### config.mk
export PLATFORM = sky130hd
export DESIGN_NAME = prog_counter
export DESIGN_NICKNAME = d
export VERILOG_FILES = /design/src/rtl/prog_counter_pkg.sv /design/src/rtl/tick_prescaler.sv /design/src/rtl/prog_counter.sv
export SDC_FILE = /design/constraint.sdc
export NUM_CORES = 1
export LEC_CHECK = 0
export CAP_MARGIN = 10
export CORE_ASPECT_RATIO = 1.75
export CORE_UTILIZATION = 56
export CTS_CLUSTER_SIZE = 28
export DETAILED_ROUTE_END_ITERATION = 7
export HOLD_SLACK_MARGIN = 0.15
export PLACE_DENSITY = 0.78
export SYNTH_ARGS = -nofsm -noshare
export SYNTH_HDL_FRONTEND = slang
export SYNTH_SLANG_ARGS = --single-unit
### constraint.sdc
create_clock -name mainClock -period 2.6 [get_ports mainClock]
set_input_delay 0.78 -clock mainClock [delete_from_list [all_inputs] [get_ports mainClock]]
set_output_delay 0.78 -clock mainClock [all_outputs]
set_load 0.02 [all_outputs]
### src/rtl/prog_counter_pkg.sv
// prog_counter_pkg: shared constants for the counter timebase.
// Direction encodings and default WIDTH / DIV_BITS values.
package prog_counter_pkg;

  localparam int PC_WIDTH    = 4;
  localparam int PC_DIV_BITS = 24;

  localparam logic DIR_UP   = 1'b1;
  localparam logic DIR_DOWN = 1'b0;

endpackage

### src/rtl/tick_prescaler.sv
// tick_prescaler: free-running divider, one-cycle tick every 2^DIV_BITS.
// Ports: mainClock, reset (async high), enable, tick (registered).
module tick_prescaler
  import prog_counter_pkg::*;
#(
  parameter int DIV_BITS = PC_DIV_BITS
) (
  input  logic mainClock,
  input  logic reset,
  input  logic enable,
  output logic tick
);

  logic [DIV_BITS-1:0] p;

  always_ff @(posedge mainClock or posedge reset) begin
    if (reset) begin
      p    <= '0;
      tick <= 1'b0;
    end else if (enable) begin
      p    <= p + 1'b1;
      tick <= (p == '1);
    end else begin
      p    <= '0;
      tick <= 1'b0;
    end
  end

endmodule

### src/rtl/prog_counter.sv
// prog_counter: up/down counter stepped by tick_prescaler, with load.
// Ports: mainClock, reset, enable, dir, load, loadValue, [saturate],
// count, tick, terminal. PROG_COUNTER_SAT_EN adds saturate clamping.
module prog_counter
  import prog_counter_pkg::*;
#(
  parameter int              WIDTH       = PC_WIDTH,
  parameter int              DIV_BITS    = PC_DIV_BITS,
  parameter logic [WIDTH-1:0] RESET_VALUE = {WIDTH{1'b1}}
) (
  input  logic             mainClock,
  input  logic             reset,
  input  logic             enable,
  input  logic             dir,
  input  logic             load,
  input  logic [WIDTH-1:0] loadValue,
`ifdef PROG_COUNTER_SAT_EN
  input  logic             saturate,
`endif
  output logic [WIDTH-1:0] count,
  output logic             tick,
  output logic             terminal
);

  logic             atLimit;
  logic             clamp;
  logic [WIDTH-1:0] stepped;

  tick_prescaler #(
    .DIV_BITS (DIV_BITS)
  ) uPre (
    .mainClock (mainClock),
    .reset     (reset),
    .enable    (enable),
    .tick      (tick)
  );

  // atLimit: the step would wrap (max going up, 0 going down)
  always_comb begin
    atLimit = 1'b0;
    stepped = count;
    if (dir == DIR_UP) begin
      atLimit = (count == '1);
      stepped = count + 1'b1;
    end else begin
      atLimit = (count == '0);
      stepped = count - 1'b1;
    end
`ifdef PROG_COUNTER_SAT_EN
    clamp = saturate & atLimit;
`else
    clamp = 1'b0;
`endif
  end

  always_ff @(posedge mainClock or posedge reset) begin
    if (reset) begin
      count    <= RESET_VALUE;
      terminal <= 1'b0;
    end else if (load) begin
      count    <= loadValue;
      terminal <= 1'b0;
    end else if (tick) begin
      if (!clamp) count <= stepped;
      terminal <= atLimit;
    end else begin
      terminal <= 1'b0;
    end
  end

endmodule

# After elaboration in Yosys (flattened, before gate mapping)
# Index checks and enable logic that the tools add are counted.
[classes] add_sub_neg=3 n_eq_ne=2 reduce_logical=2 mux=8
[ops] cell="$add A24 B1 Y24 const B" n=1
[ops] cell="$eq A24 B24 Y1 const B" n=1
[ops] cell="$mux W24" n=1
[ops] cell="$mux W4" n=3
[ops] cell="$add A4 B1 Y4 const B" n=1
[ops] cell="$eq A4 B4 Y1 const B" n=1
[ops] cell="$logic_not A4 Y1" n=1
[ops] cell="$mux W1" n=4
[ops] cell="$sub A4 B1 Y4 const B" n=1
[ops] cell="$reduce_bool A2 Y1" n=1
[word_totals] wordCells=19 reg_bits=30 inputBits=9 output_inout_bits=6

# Depth between registers and ports, before layout
# Gate-level depths: netlist of run 1.
[logic_depth] ltp_word=4 mapped_depth=6

# Cells and area by module
# From an unflattened synthesis of run 1, not the netlist that was laid out.
[unflattened] cells_unflattened=162 area_unflattened_um2=1602.8
[modules_own_cells] mod="tick_prescaler" area_each_um2=1221.2 instances=1 cells_per_inst=125 seq_area_each_um2=625.6
[modules_own_cells] mod="prog_counter" area_each_um2=381.6 instances=1 cells_per_inst=37 seq_area_each_um2=130.1

# Least setup slack after synthesis of run 1
# OpenSTA, ideal clock, no wires.
[synth_path] path_kind="input -> register" start="input port dir" end="register count[3]" slack_ns=0.681 arrival_ns=1.831 setup_time_ns=0.088 path_buffers=0 cell_stages=6 path_cell_list="inv_1 -> ha_1 -> a21oi_1 -> nand2_1 -> o21a_1 -> or3_1"
[synth_between] elab_chain_cells=3
[synth_rtl] item="from (decl)" line="prog_counter.sv:14" text="input logic dir,"
[synth_rtl] item="$mux W4" line="prog_counter.sv:42" text="if (dir == DIR_UP) begin"
[synth_rtl] item="$mux W4" line="prog_counter.sv:63" text="end else if (tick) begin"
[synth_rtl] item="$mux W4" line="prog_counter.sv:60" text="end else if (load) begin"
[synth_rtl] item="to (signal assigned)" line="prog_counter.sv:61" text="count <= loadValue;"
[synth_rtl] item="to (signal assigned)" line="prog_counter.sv:64" text="if (!clamp) count <= stepped;"
[synth_rtl] item="to (decl)" line="prog_counter.sv:20" text="output logic [WIDTH-1:0] count,"
# Every way passes these cells. The select of a mux whose other input is x is not followed.
# A chain may end at the register's enable or synchronous reset.

# Worst setup path after layout of run 1
[layout_path] start="register count[0]" end="output port count[0]"
# No word-level cell between the ends.

==> impl_metrics.yaml, run 1 <==
sta:
  fmax_ghz: 0.437
  final-hold-violation-count: 0
  finalClockSkew_ps: 2.80
  timing.final.crit_share_pct: 88.0
  fin_tns_setup_ps: 0
  slew_viol_final: 0
  tightest_slew_ps: 378
  setup_slack_ps: 313
  slew_headroom_pct: 74.8
  setup_viol: 0
  rsz0062_at_grt: "false"
  finalCriticalPeriod_ps: 2290
grt:
  first_global_vias: 1269
  antenna_found_initial: 0
  grt_max_degree: 31
  grt-ovfl-total: 0
  grt_pass1_wl_um: 5200
  grtUsageTotal_pct: 22.6
final_layout:
  n_antenna_cell: 0
  fillers: 231
  areaGrowthSynthToFinish_pct: 18.3
  layout-drive-gt1-share_pct: 10.3
  nNetsFinal: 197
pwr:
  p_sw_uw: 223
  power.internal_uw: 798
  cellPowerDensity_nw_per_um2: 537
  combPwrFrac_pct: 9.3
  power_frac_clock_pct: 41.9
  swShare_pct: 21.9
  p_seq_share_pct: 48.7
  power.leakage_nw: 0.813
  vdd_drop_max_mv: 0.380
logic_synthesis:
  syn_nets: 178
  yosys_warnings: 0
  synthCells: 165
  async_flop_share_pct: 100
  synth_edf_count: 0
  avgSynthCellArea_um2: 9.74
  ys_types: 37
  synthFlopType: "dfrtp_1"
  synth_seq_area_share_pct: 47.0
  synth-seq-cells: 30
  syn_area_um2: 1610
setup_path:
  critPathMaxStageDelay_ps: 630
  worst-path-max-fanout: 6
  start_kind: "flop"
  cpMaxStageDelayCell: "clkdlybuf4s50_1"
  cp.arrival_ps: 1510
  crit_chain: "clkdlybuf4s50_1"
  required_ps: 1820
  critPathBufInv: 1
  critical_path_class: "reg -> out"
  cp-end-kind: "output pin"
  cpLargestDelayFamily: "buffers and inverters"
detailed_routing:
  first_pass_iters: 6
  wire_per_inst_um: 14.5
  wl_um: 3080
  antenna_left: 0
  drc: 0
  vias: 1280
  first_iter_violations: 27
  vias_per_cell: 6.04
clocking:
  clock_path_buffers: 2
  numClockSinks: 30
  cts_tree: "built"
  cts-root-buf: "clkbuf_8"
  cts.htree.levels: 2
  worstSkewPairLatency_ps: 280
  cts_setup_buffers: 0
  post_cts_resized: 0
  clk_transition_reported_paths_ps: 60
  numCtsBuffers: 5
  postCtsHoldBufs: 0
floorplanning:
  dieArea_um2: 3100
  start_util_pct: 59.0
  die_h_um: 72.9
  fp.dieW_um: 42.5
  core_area_um2: 2720
  pin_count: 15
  rows: 25
min_path:
  worstHoldPathType: "reg -> reg"
placement:
  dpl.hpwl_um: 2210
  io_buffers: 14
  gp_congestion: 0.777
  pre_cts_ws_ps: 89.0
run_status:
  status: "completed"
flow_run:
  max-cap-violations: 0
-- state kept, by name, indices dropped and copies added (netlist names) --
name       count
terminal       1
uPre.p        24
count          4
uPre.tick      1
-- cell families after synthesis --
logic type,count (synthesis),synth area share (%)
AND/OR/NAND/NOR,73,26.6
AO/OA/AOI/OAI,30,11.8
flip-flops,30,47.0
buffers and inverters,14,3.35
XOR/XNOR,13,7.09
adder cells (fa/ha/maj),4,3.58
multiplexers,1,0.623
-- cell usage after synthesis, drive strengths merged (2+ instances only) --
cell type | number | area [um^2]
dfrtp | 26 | 651
and2 | 12 | 75.1
nand2 | 12 | 45.0
o21ai | 12 | 60.1
nand3 | 9 | 45.0
or3 | 9 | 56.3
a21boi | 8 | 60.1
inv | 7 | 26.3
xor2 | 7 | 61.3
nor3 | 6 | 30.0
xnor2 | 6 | 52.6
clkbuf | 5 | 18.8
nand4 | 5 | 37.5
dfstp | 4 | 105
nor4 | 4 | 25.0
a21oi | 3 | 15.0
ha | 3 | 37.5
nor2 | 3 | 11.3
o21a | 3 | 22.5
or4 | 3 | 22.5
and3 | 2 | 12.5
buf | 2 | 8.75
nor3b | 2 | 15.0
or4b | 2 | 20.0
-- worst paths after layout --
kind | from | end | slack [ps] | cells past startpoint
worst max-delay path | count[0] | count[0] | 310 | 1
worst min-delay path | uPre.p[0] | uPre.p[0] | 470 | 1
worst max register to register | uPre.p[0] | uPre.p[22] | 470 | 5
worst min register to register | uPre.p[0] | uPre.p[0] | 470 | 1
max in group asynchronous | reset | count[3] | 1410 | 3
min in group asynchronous | reset | uPre.p[8] | 870 | 3
-- per-layer routing --
| metal | routed length (um) | track usage (%) | vias to the layer above | part of all wire [%] |
|---|---|---|---|---|
| li1 | - | - | 622 | - |
| met1 | 1190 | 21.8 | 620 | 38 |
| met2 | 1730 | 42.4 | 30 | 56 |
| met3 | 105 | 6.93 | 8 | 3.4 |
| met4 | 66 | 10.4 | 0 | 2.1 |
| met5 | 0 | 0 | - | 0 |
-- final cells by class --
cell class | instances | area [um^2] | share of cell area, %
inverters | 7 | 26.3 | 1.38
repair buffers | 19 | 178 | 9.35
flip-flops and latches | 30 | 756 | 39.8
well taps | 27 | 33.8 | 1.78
clock buffers | 8 | 110 | 5.79
multi-input cells | 121 | 797 | 41.9
-- metrics by stage --
| step | util (%) | power, mW | instances | hold WS (ps) | instance area (um^2) |
|---|---|---|---|---|---|
| after CTS | 69.8 | 1.04 | 212 | 462 | 1900 |
| final | 69.8 | 1.02 | 212 | 465 | 1900 |
| after global placement | 65.8 | 0.600 | 204 | 443 | 1790 |
| after global routing | 69.8 | 1.07 | 212 | 482 | 1900 |
| after floorplan | - | 0.557 | 165 | 431 | 1610 |
| after detailed placement | 65.8 | 0.602 | 204 | 454 | 1790 |
-- power by group through the flow --
stage | Clock, mW | Combinational, mW | Sequential (mW)
floorplan | 0 | 0.0459 | 0.511
CTS | 0.443 | 0.0970 | 0.497
global placement | 0 | 0.0951 | 0.505
finish | 0.428 | 0.0953 | 0.498
global route | 0.463 | 0.106 | 0.499
detailed placement | 0 | 0.0966 | 0.506
-- cells in the final DEF (no fill, tap or decap), drive strengths merged, types with 6 or more instances in the layout --
cell type,count
clkdlybuf4s50,14
nand3,9
dfrtp,26
xor2,7
xnor2,6
a21boi,8
nor3,6
and2,12
clkbuf,8
o21ai,12
inv,7
or3,9
nand2,12
No activity file was read; power rests on OpenSTA's default activity.
==> inputs of run 2 (changes only) <==
CAP_MARGIN = 20   (was 10)
CORE_UTILIZATION = 59   (was 56)
CTS_BUF_LIST = sky130_fd_sc_hd__clkbuf_8   (was not set)
PLACE_DENSITY = 0.82   (was 0.78)
==> run 2 against run 1 <==
Global-route usage increased by 2.1 points. Power is 7.6% lower. Clock-buffer cell count fell by 3. Routed wire length fell by 1.2%. Sequential share of layout area up 0.61 points. First-iteration DRC count up 22%. Non-clock buffer count stayed put. Final area is 1.5% lower. Core utilization grew 4.4 points. Register-to-register slack better by 50 ps. Fmax rose by 0.37%. Largest power group unchanged.
==> impl_metrics.yaml, run 2 (synthesized netlist as in run 1, its figures left out) <==
sta:
  fmax_ghz: 0.439
  slew_viol_final: 0
  finalClockSkew_ps: 11.0
  slew_headroom_pct: 75.2
  tightest_slew_ps: 373
  finalCriticalPeriod_ps: 2280
  fin_tns_setup_ps: 0
  setup_viol: 0
  final-hold-violation-count: 0
  timing.final.crit_share_pct: 87.6
  rsz0062_at_grt: "false"
clocking:
  worstSkewPairLatency_ps: 290
  cts_tree: "built"
  cts_setup_buffers: 0
  postCtsHoldBufs: 0
  clk_transition_reported_paths_ps: 60
  post_cts_resized: 0
  clock_path_buffers: 2
  cts.htree.levels: 2
  cts-root-buf: "clkbuf_8"
  numClockSinks: 30
  numCtsBuffers: 5
setup_path:
  critPathBufInv: 1
  r2r_start: "uPre.p[0]"
  critPathMaxStageDelay_ps: 630
  start_kind: "flop"
  crit_chain: "clkdlybuf4s50_1"
  cp.arrival_ps: 1500
  critical_path_class: "reg -> out"
  required_ps: 1820
  cpMaxStageDelayCell: "clkdlybuf4s50_1"
  crit_path_start: "count[0]"
  cpLargestDelayFamily: "buffers and inverters"
  worst-path-max-fanout: 6
  cp-end-kind: "output pin"
run_status:
  status: "completed"
detailed_routing:
  vias_per_cell: 6.08
  first_iter_violations: 33
  antenna_left: 0
  vias: 1282
  first_pass_iters: 4
  drc: 0
  wire_per_inst_um: 14.4
  wl_um: 3050
floorplanning:
  core_area_um2: 2520
  start_util_pct: 63.7
  fp.dieW_um: 41.4
  pin_count: 15
  rows: 24
  dieArea_um2: 2940
  die_h_um: 71.0
final_layout:
  largest_register_ffs: 24
  layout_commonest_cell: "dfrtp_1"
  areaGrowthSynthToFinish_pct: 16.5
  nNetsFinal: 197
  layout_common_cells: "dfrtp_1, clkdlybuf4s50_1, nand2_1, o21ai_0, and2_1"
  fillers: 188
  reg.largest.list: "uPre.p: 24 flops, count: 4 flops"
  regMostFlops: "uPre.p"
  n_antenna_cell: 0
  layout-drive-gt1-share_pct: 9.73
pwr:
  cellPowerDensity_nw_per_um2: 504
  power_frac_clock_pct: 37.1
  swShare_pct: 24.5
  combPwrFrac_pct: 10.2
  power.leakage_nw: 0.805
  p_seq_share_pct: 52.7
  vdd_drop_max_mv: 0.390
  finalPower_uw: 943
  power.internal_uw: 712
  p_sw_uw: 232
flow_run:
  max-cap-violations: 0
grt:
  grt_max_degree: 31
  antenna_found_initial: 0
  grt_pass1_wl_um: 5590
  grtUsageTotal_pct: 24.7
  first_global_vias: 1297
  grt-ovfl-total: 0
min_path:
  hold_start: "uPre.p[0]"
  worstHoldPathType: "reg -> reg"
placement:
  gp_congestion: 0.763
  io_buffers: 14
  dpl.hpwl_um: 2200
## run 2: cell count changes in the layout (fill, tap and decap cells not counted)
cell and change:
clkbuf_8 -3, clkinv_2 +2, inv_1 +1
## run 2: worst reg2reg max path, stage by stage (launching register included)
cell	delay, ps
dfrtp_1	370
ha_1	210
nand2_1	190
or4_1	690
or3_1	380
a21boi_0	170
## run 2: area by class of cell
type / count / area, um^2 / share of cell area [%]
Multi-Input combinational cell: 121 / 797 / 42.6
Sequential cell: 30 / 756 / 40.4
Clock buffer: 5 / 68.8 / 3.68
Clock inverter: 3 / 13.8 / 0.735
Timing Repair Buffer: 19 / 178 / 9.49
Tap cell: 26 / 32.5 / 1.74
Inverter: 7 / 26.3 / 1.40
## run 2: power groups by stage
stage | clock, mW | combinational (mW) | sequential [mW]
6_report | 0.350 | 0.0962 | 0.497
5_1_grt | 0.375 | 0.107 | 0.500
4_1_cts | 0.362 | 0.0981 | 0.498
3_5_place_dp | 0 | 0.0974 | 0.506
3_3_place_gp | 0 | 0.0948 | 0.505
2_1_floorplan | 0 | 0.0459 | 0.511
## run 2: metal layers
metal  GRT usage [%]  wire length, um  part of all wire [%]
met2            45.3             1780                    58
met1            26.1             1130                    37
met5               0                0                     0
met3            6.12               83                   2.7
met4            10.0               60                   2.0
## run 2: worst paths after layout
| path | endpoint | slack [ps] | depth (start not counted) |
|---|---|---|---|
| worst min register to register | uPre.p[0] | 460 | 1 |
| worst max register to register | uPre.p[20] | 520 | 5 |
| worst min-delay path | uPre.p[0] | 460 | 1 |
| worst max-delay path | count[0] | 320 | 1 |
| max in group asynchronous | count[3] | 1420 | 3 |
| min in group asynchronous | uPre.p[7] | 860 | 3 |
## run 2: metrics by stage
stage          hold slack (ps)  util, %  cell area [um^2]  cells  worst slack (ps)
3_5_place_dp               458     70.9              1790    203              90.8
2_1_floorplan              431        -              1610    165               681
4_1_cts                    463     74.2              1870    211               301
3_3_place_gp               445     70.9              1790    203               153
5_1_grt                    487     74.2              1870    211               278
6_report                   460     74.2              1870    211               321
==> inputs of run 3 (changes only) <==
GPL_TIMING_DRIVEN = 0   (was not set)
==> run 3 against run 2 <==
Clock power increased by 6.0%. Worst hold slack improved by 4.5 ps. Final area increased by 1.4%. Sequential power about the same. Die area unchanged. First-iteration DRC count increased by 48%. Clock-buffer cell count increased by 1. Fmax decreased by 2.8%. Routed wire length increased by 9.2%. Critical endpoint is now count[3]. Core utilization increased by 1.0 points. Final cell count increased by 1.4%.
==> impl_metrics.yaml, run 3 (synthesized netlist as in run 1, its figures left out) <==
floorplanning:
  core_area_um2: 2520
  start_util_pct: 63.7
  die_h_um: 71.0
  dieArea_um2: 2940
  fp.dieW_um: 41.4
  pin_count: 15
  rows: 24
detailed_routing:
  wl_um: 3330
  first_pass_iters: 4
  wire_per_inst_um: 15.5
  vias_per_cell: 6.13
  vias: 1312
  drc: 0
  antenna_left: 0
  first_iter_violations: 49
sta:
  final-hold-violation-count: 0
  setup_viol: 0
  rsz0062_at_grt: "false"
  tightest_slew_ps: 405
  timing.final.crit_share_pct: 90.1
  finalCriticalPeriod_ps: 2340
  slew_headroom_pct: 73.0
  fmax_ghz: 0.427
  fin_tns_setup_ps: 0
  finalClockSkew_ps: 2.90
  slew_viol_final: 0
  setup_slack_ps: 256
run_status:
  status: "completed"
grt:
  busiest_layer: "met2"
  antenna_found_initial: 0
  grtUsageMet1_pct: 25.7
  grt_pass1_wl_um: 5660
  grtUsageTotal_pct: 25.1
  first_global_vias: 1330
  gr-usage-met3_pct: 6.38
  grt_max_degree: 31
  met2_usage_pct: 44.4
  grt-ovfl-total: 0
min_path:
  worstHoldPathType: "reg -> reg"
  hold_start: "uPre.p[0]"
  min_to: "uPre.p[0]"
  holdPathStages: 1
clocking:
  cts_setup_buffers: 0
  cts.htree.levels: 2
  postCtsHoldBufs: 0
  post_cts_resized: 0
  worstSkewPairLatency_ps: 280
  clock_path_buffers: 2
  numClockSinks: 30
  cts_tree: "built"
  numCtsBuffers: 5
  cts-root-buf: "clkbuf_8"
  clk_transition_reported_paths_ps: 60
final_layout:
  areaGrowthSynthToFinish_pct: 18.1
  layout_common_cells: "dfrtp_1, clkdlybuf4s50_1, nand2_1, o21ai_0, and2_1"
  largest_register_ffs: 24
  layout-drive-gt1-share_pct: 7.98
  n_antenna_cell: 0
  nNetsFinal: 200
  stdcell_count: 214
  layout_commonest_cell: "dfrtp_1"
  reg.largest.list: "uPre.p: 24 flops, count: 4 flops"
  regMostFlops: "uPre.p"
placement:
  placed_cells: 205
  pre_cts_ws_ps: -17.2
  dpl.hpwl_um: 2410
  gp_congestion: 0.733
  io_buffers: 14
setup_path:
  start_kind: "primary input"
  required_ps: 2800
  cp-end-kind: "flop"
  worst-path-max-fanout: 6
  regToRegSetupSlack_ps: 420
  reg2reg_depth: 6
  cp.arrival_ps: 2540
  r2r_end: "uPre.p[20]"
  critical_path_class: "in -> reg"
  r2r_start: "uPre.p[0]"
pwr:
  power.leakage_nw: 0.807
  vdd_drop_max_mv: 0.424
  cellPowerDensity_nw_per_um2: 510
flow_run:
  max-cap-violations: 0
[run 3: layout make-up]
type	instances	area [um^2]
multi-input cells	121	797
flip-flops and latches	30	756
fillers	168	624
repair buffers	15	168
clock buffers	6	82.6
well taps	26	32.5
plain buffers	7	27.5
inverters	7	26.3
clock inverters	2	8.76
[run 3: power breakdown]
group | switching (mW) | leakage (nW) | internal, mW
logic | 0.0494 | 0.351 | 0.0491
registers | 0.0149 | 0.403 | 0.483
clock network | 0.162 | 0.0524 | 0.209
total | 0.226 | 0.807 | 0.741
[run 3: worst max-delay path by stage]
stage	start	to	slack, ps	depth (start not counted)
2_1_floorplan	dir	count[3]	680	6
3_3_place_gp	dir	count[3]	-10	7
3_5_place_dp	dir	count[3]	-20	7
4_1_cts	dir	count[3]	270	7
5_1_grt	dir	count[3]	170	7
6_report	dir	count[3]	260	7
[run 3: metrics by stage]
stage | total power, mW | utilization [%] | instance area, um^2 | hold slack, ps
4_1_cts | 0.972 | 74.2 | 1870 | 470
3_3_place_gp | 0.595 | 70.5 | 1780 | 458
2_1_floorplan | 0.557 | - | 1610 | 431
5_1_grt | 1.01 | 75.2 | 1900 | 489
6_report | 0.967 | 75.2 | 1900 | 464
3_5_place_dp | 0.599 | 70.5 | 1780 | 460
[run 3: worst max-delay path, cell delays in order]
cell,delay (ps)
clkdlybuf4s50_1,550
inv_1,130
ha_1,360
a21oi_1,170
nand2_1,90
o21a_1,100
or3_1,360
[run 3: layer usage]
layer,vias to the layer above,wire length [um],part of all wire [%]
met3,15,116,3.5
met4,0,113,3.4
met1,621,1220,37
li1,630,-,-
met2,46,1880,56
met5,-,0,0
==> edit 1 (config.mk and constraints of run 1) <==
Put one more register stage on the output `count`. The value now appears one clock later. The other outputs are not delayed to match.
--- a/src/rtl/prog_counter.sv
+++ b/src/rtl/prog_counter.sv
@@ -22,6 +22,8 @@
   output logic             terminal
 );
 
+  logic [WIDTH-1:0] count_s0;
+
   logic             atLimit;
   logic             clamp;
   logic [WIDTH-1:0] stepped;
@@ -38,13 +40,13 @@
   // atLimit: the step would wrap (max going up, 0 going down)
   always_comb begin
     atLimit = 1'b0;
-    stepped = count;
+    stepped = count_s0;
     if (dir == DIR_UP) begin
-      atLimit = (count == '1);
-      stepped = count + 1'b1;
+      atLimit = (count_s0 == '1);
+      stepped = count_s0 + 1'b1;
     end else begin
-      atLimit = (count == '0);
-      stepped = count - 1'b1;
+      atLimit = (count_s0 == '0);
+      stepped = count_s0 - 1'b1;
     end
 `ifdef PROG_COUNTER_SAT_EN
     clamp = saturate & atLimit;
@@ -55,18 +57,22 @@
 
   always_ff @(posedge mainClock or posedge reset) begin
     if (reset) begin
-      count    <= RESET_VALUE;
+      count_s0 <= RESET_VALUE;
       terminal <= 1'b0;
     end else if (load) begin
-      count    <= loadValue;
+      count_s0 <= loadValue;
       terminal <= 1'b0;
     end else if (tick) begin
-      if (!clamp) count <= stepped;
+      if (!clamp) count_s0 <= stepped;
       terminal <= atLimit;
     end else begin
       terminal <= 1'b0;
     end
   end
 
+  always_ff @(posedge mainClock) begin
+    count <= count_s0;
+  end
+
 endmodule
 
Function: changed (Yosys sat finds a counterexample within 4 cycles, from zero or initial values and one cycle with reset high).
==> edit 1 against run 1 <==
- the run now ends with design-rule violations left
- synthesized area up 4.9%
- wire length rose by 7.3%
- final area rose by 2.4%
- worst setup slack better by 56 ps
- critical path depth unchanged
- first-iteration DRC count rose by 63%
- register-to-register slack improved by 90 ps
- power grew 3.8%
- sequential cell count up 4
==> edit 1: results (changes against run 1) <==
* Worst reg2reg path depth at 4 (was 5)
* Met1 WL at 1250 um (was 1190 um)
* Synthesized Nets at 179 (was 178)
* Unique masters post-synth at 39 (was 37)
* Synth top area cells: dfrtp_1 (39%), dfstp_2 (6.2%), dfxtp_1 (4.8%) (was dfrtp_1 (40%), dfstp_2 (6.5%), and2_1 (4.7%))
* Routed wire per std cell at 15.5 um (was 14.5 um)
* Worst reg2reg startpoint: uPre.p[8] (was uPre.p[0])
* GRT Total Usage at 0.245 (was 0.226)
* Fill cell count at 231 (unchanged)
* Nets at 198 (was 197)
* Peak VDD IR at 477 uV (was 380 uV)
* Largest net degree at the start of global routing at 19 (was 31)
* Flip-flop count of the largest register after layout at 24 (unchanged)
* Seq/Total Area, Yosys at 0.496 (was 0.470)
* CP Capture Point: tick (was count[0])
* DRC viols at 6 (was 0)
* Async set-reset flop share out of synthesis at 0.882 (was 1.00)
* Clk_lat worst skew at 280 ps (about the same)
* Clock slew at reported path FFs at 60 ps (about the same)
* P_leak at 0.787 nW (was 0.813 nW)
* Cts bufs inserted at 5 (unchanged)
* Proportion of layout cells with a drive suffix above 1 at 0.134 (was 0.103)
* CP max stage delay at 660 ps (was 630 ps)
* Commonest cells post-synth: dfrtp_1 (26), a21oi_1 (14), nor2_1 (13) (was dfrtp_1 (26), and2_1 (12), nand2_1 (12), o21ai_0 (12))
* N_diodes at 0 (unchanged)
* R2R Setup Slk at 560 ps (was 470 ps)
* Crit. End Element: output port (unchanged)
* Vias in the first global route at 1332 (was 1269)
* Worst path slowest cell: clkdlybuf4s50_1 (unchanged)
* Clock Skews at 2.94 ps (was 2.80 ps)
* Post-Synthesis Cells at 166 (was 165)
* Placer Congestion at 0.817 (was 0.777)
* First-pass GRT wire length at 5800 um (was 5200 um)
* Critical path origin: uPre.tick (was count[0])
* CP delay by family, top: buffers and inverters (unchanged)
* Top flop regs: uPre.p x24, count x4, count_s0 x4 (was uPre.p x24, count x4)
* Initial DRC count at 44 (was 27)
* Prevailing post-synth register cell: dfrtp_1 (unchanged)
* Met2 Wirelength at 1860 um (was 1730 um)
* Violated checks: design-rule violations
* Crit path arrival time at 1450 ps (was 1510 ps)
* Worst r2r dst: uPre.p[19] (was uPre.p[22])
* Fraction of power spent switching nets at 0.233 (was 0.219)
* Max Root-Sink Buffers at 2 (unchanged)
* Met3 wire len at 140 um (was 105 um)
* Relative slew slack at 0.601 (was 0.748)
* Status: finished with violations (was finished clean)
* Fin cells at 214 (was 212)
* Via-to-Cell Ratio at 6.31 (was 6.04)
* HP Class: flop to flop (unchanged)
* YS warnings at 0 (unchanged)
* Critical Path Fanout Max at 9 (was 6)
* Drt first pass iters at 7 (was 6)
* Post-DP HPWL at 2440 um (was 2210 um)
[edit 1: cell types whose count changed after synthesis, moves of 4 or more]
| cell | change |
|---|---|
| nor2_1 | +10 |
| a21oi_1 | +11 |
| dfxtp_1 | +4 |
| nor3_1 | -5 |
| and2_1 | -11 |
| o31ai_1 | +7 |
| a21boi_0 | -8 |
| or4_1 | +5 |
| or3_1 | -5 |
[edit 1: worst min path at each step]
stage                      from       end  slack, ps  depth (start not counted)
floorplan           count_s0[2]  count[2]        410                          0
global placement    count_s0[2]  count[2]        430                          0
detailed placement  count_s0[2]  count[2]        430                          0
CTS                 count_s0[2]  count[2]        440                          0
global route        count_s0[2]  count[2]        450                          0
finish              count_s0[2]  count[2]        440                          0
[edit 1: through the flow]
| stage | cell area (um^2) | hold slack [ps] | utilization | total power [mW] | setup slack, ps |
|---|---|---|---|---|---|
| finish | 1950 | 442 | 0.672 | 1.06 | 370 |
| global route | 1950 | 448 | 0.672 | 1.11 | 266 |
| CTS | 1950 | 444 | 0.672 | 1.07 | 356 |
| detailed placement | 1860 | 434 | 0.641 | 0.680 | 77.8 |
| global placement | 1860 | 428 | 0.641 | 0.674 | 157 |
| floorplan | 1690 | 413 | - | 0.629 | 681 |
[edit 1: cell families (layout without fill, tap and decap cells)]
family / count (synthesis) / count (layout) / share of synthesized area
xor+xnor: 12 / 12 / 0.0624
flops: 34 / 34 / 0.496
mux: 1 / 1 / 0.00594
compound gates: 33 / 33 / 0.113
fa+ha+maj: 4 / 4 / 0.0342
buf+inv: 10 / 30 / 0.0371
simple gates: 72 / 72 / 0.252
[edit 1: final cells by class]
cell class,count,area [um^2],share of cell area
inverter,4,15.0,0.00771
timing repair buffer,18,183,0.0938
clock buffer,7,86.3,0.0443
tap,28,35.0,0.0180
multi-input combinational,122,787,0.404
sequential,34,836,0.429
clock inverter,1,5.00,0.00257
[edit 1: routing by layer]
layer	vias up	track usage
li1	640	-
met1	661	0.256
met2	45	0.451
met3	5	0.0655
met4	0	0.104
met5	-	0
[edit 1: power by group through the flow]
stage / combinational (mW) / clock [mW] / sequential, mW
after CTS: 0.101 / 0.402 / 0.569
after floorplan: 0.0475 / 0 / 0.582
final: 0.0994 / 0.392 / 0.569
after detailed placement: 0.101 / 0 / 0.579
after global routing: 0.112 / 0.424 / 0.571
after global placement: 0.0971 / 0 / 0.577
[edit 1: worst register-to-register path, stage by stage, from the launching register on]
cell and delay, ps:
dfrtp_1 410, and4_2 310, nand3_1 420, or4_1 630, a21oi_1 190
==> edit 2 (settings of run 1) <==
Without the edit above. Change the package constant `PC_WIDTH` from 4 to 6.
--- a/src/rtl/prog_counter_pkg.sv
+++ b/src/rtl/prog_counter_pkg.sv
@@ -2,7 +2,7 @@
 // Direction encodings and default WIDTH / DIV_BITS values.
 package prog_counter_pkg;
 
-  localparam int PC_WIDTH    = 4;
+  localparam int PC_WIDTH    = 6;
   localparam int PC_DIV_BITS = 24;
 
   localparam logic DIR_UP   = 1'b1;
Ports: changed (resized count and loadValue); port bits go from 15 to 19. No check against the original RTL was run, so the function may have changed too.
==> edit 2 against run 1 <==
- final area is 13% higher
- sequential power is 7.8% higher
- sequential share of layout area is 2.2 points lower
- synthesized area is 12% higher
- power is 4.7% higher
- sequential cell count is 2 higher
- worst setup slack worse by 84 ps
- wire length is 23% higher
- critical path depth stayed put
- hold slack better by 45 ps
==> edit 2: results (changes against run 1) <==
* Status: finished clean (unchanged)
* CP Capture Point: tick (was count[0])
* Area after DPL at 2060 um^2 (was 1790 um^2)
* Via-to-Cell Ratio at 5.65 (was 6.04)
* Comb. pwr at 0.144 mW (was 0.0953 mW)
* Synthesized Nets at 196 (was 178)
* Proportion of layout cells with a drive suffix above 1 at 0.107 (was 0.103)
* Int Power at 0.805 mW (was 0.798 mW)
* Place WS at -37.5 ps (was 89.0 ps)
* Post-Route WL at 3800 um (was 3080 um)
* Synth top area cells: dfrtp_1 (36%), xnor2_1 (10%), dfstp_2 (8.8%) (was dfrtp_1 (40%), dfstp_2 (6.5%), and2_1 (4.7%))
* Critical Path Fanout Max at 13 (was 6)
* Switching power at 0.264 mW (was 0.223 mW)
* Final hold slack at 510 ps (was 465 ps)
* Peak VDD IR at 507 uV (was 380 uV)
* CP max stage delay at 690 ps (was 630 ps)
* Largest net degree at the start of global routing at 25 (was 31)
* Initial DRC count at 29 (was 27)
* Seq/Total Area, Yosys at 0.449 (was 0.470)
* P_leak at 0.932 nW (was 0.813 nW)
* Relative slew slack at 0.578 (was 0.748)
* Dpl cells at 239 (was 204)
* Port Buffers at 18 (was 14)
* Fill cell count at 246 (was 231)
* Commonest cells post-synth: dfrtp_1 (26), and2_1 (22), xnor2_1 (21) (was dfrtp_1 (26), and2_1 (12), nand2_1 (12), o21ai_0 (12))
* Routed wire per std cell at 15.4 um (was 14.5 um)
* Seq pwr share at 0.503 (was 0.487)
* Unique masters post-synth at 34 (was 37)
* Placer Congestion at 0.759 (was 0.777)
* Clock Skews at 7.38 ps (was 2.80 ps)
[edit 2: cell count changes after synthesis, moves of 3 or more]
cell / change
a21boi_0: -8
and2_1: +10
and4_1: +3
inv_1: -3
nand2_1: +4
nand3_1: +5
nor2_1: +3
nor3_1: -3
o21a_1: -3
or3_1: -9
or4_1: -3
xnor2_1: +15
[edit 2: cell type report]
cell class,count,area share
multi-input combinational,138,0.445
sequential,32,0.375
timing repair buffer,23,0.107
clock buffer,8,0.0418
tap,42,0.0244
inverter,4,0.00697
[edit 2: metal layers]
metal  vias up  track usage  part of all wire
met4         0        0.103             0.021
met2        39        0.488              0.60
li1        671            -                 -
met5         -            0                 0
met3         8       0.0565             0.036
met1       678        0.238              0.34
[edit 2: kinds of logic after synthesis]
kind of cell,Yosys count,synth area share
AOI/OAI and AO/OA,18,0.0584
xor gates and xnor gates,26,0.126
adders and majority gates,6,0.0459
muxes,3,0.0167
buffers and inverters,9,0.0195
DFF,32,0.449
and+or+nand+nor,85,0.284
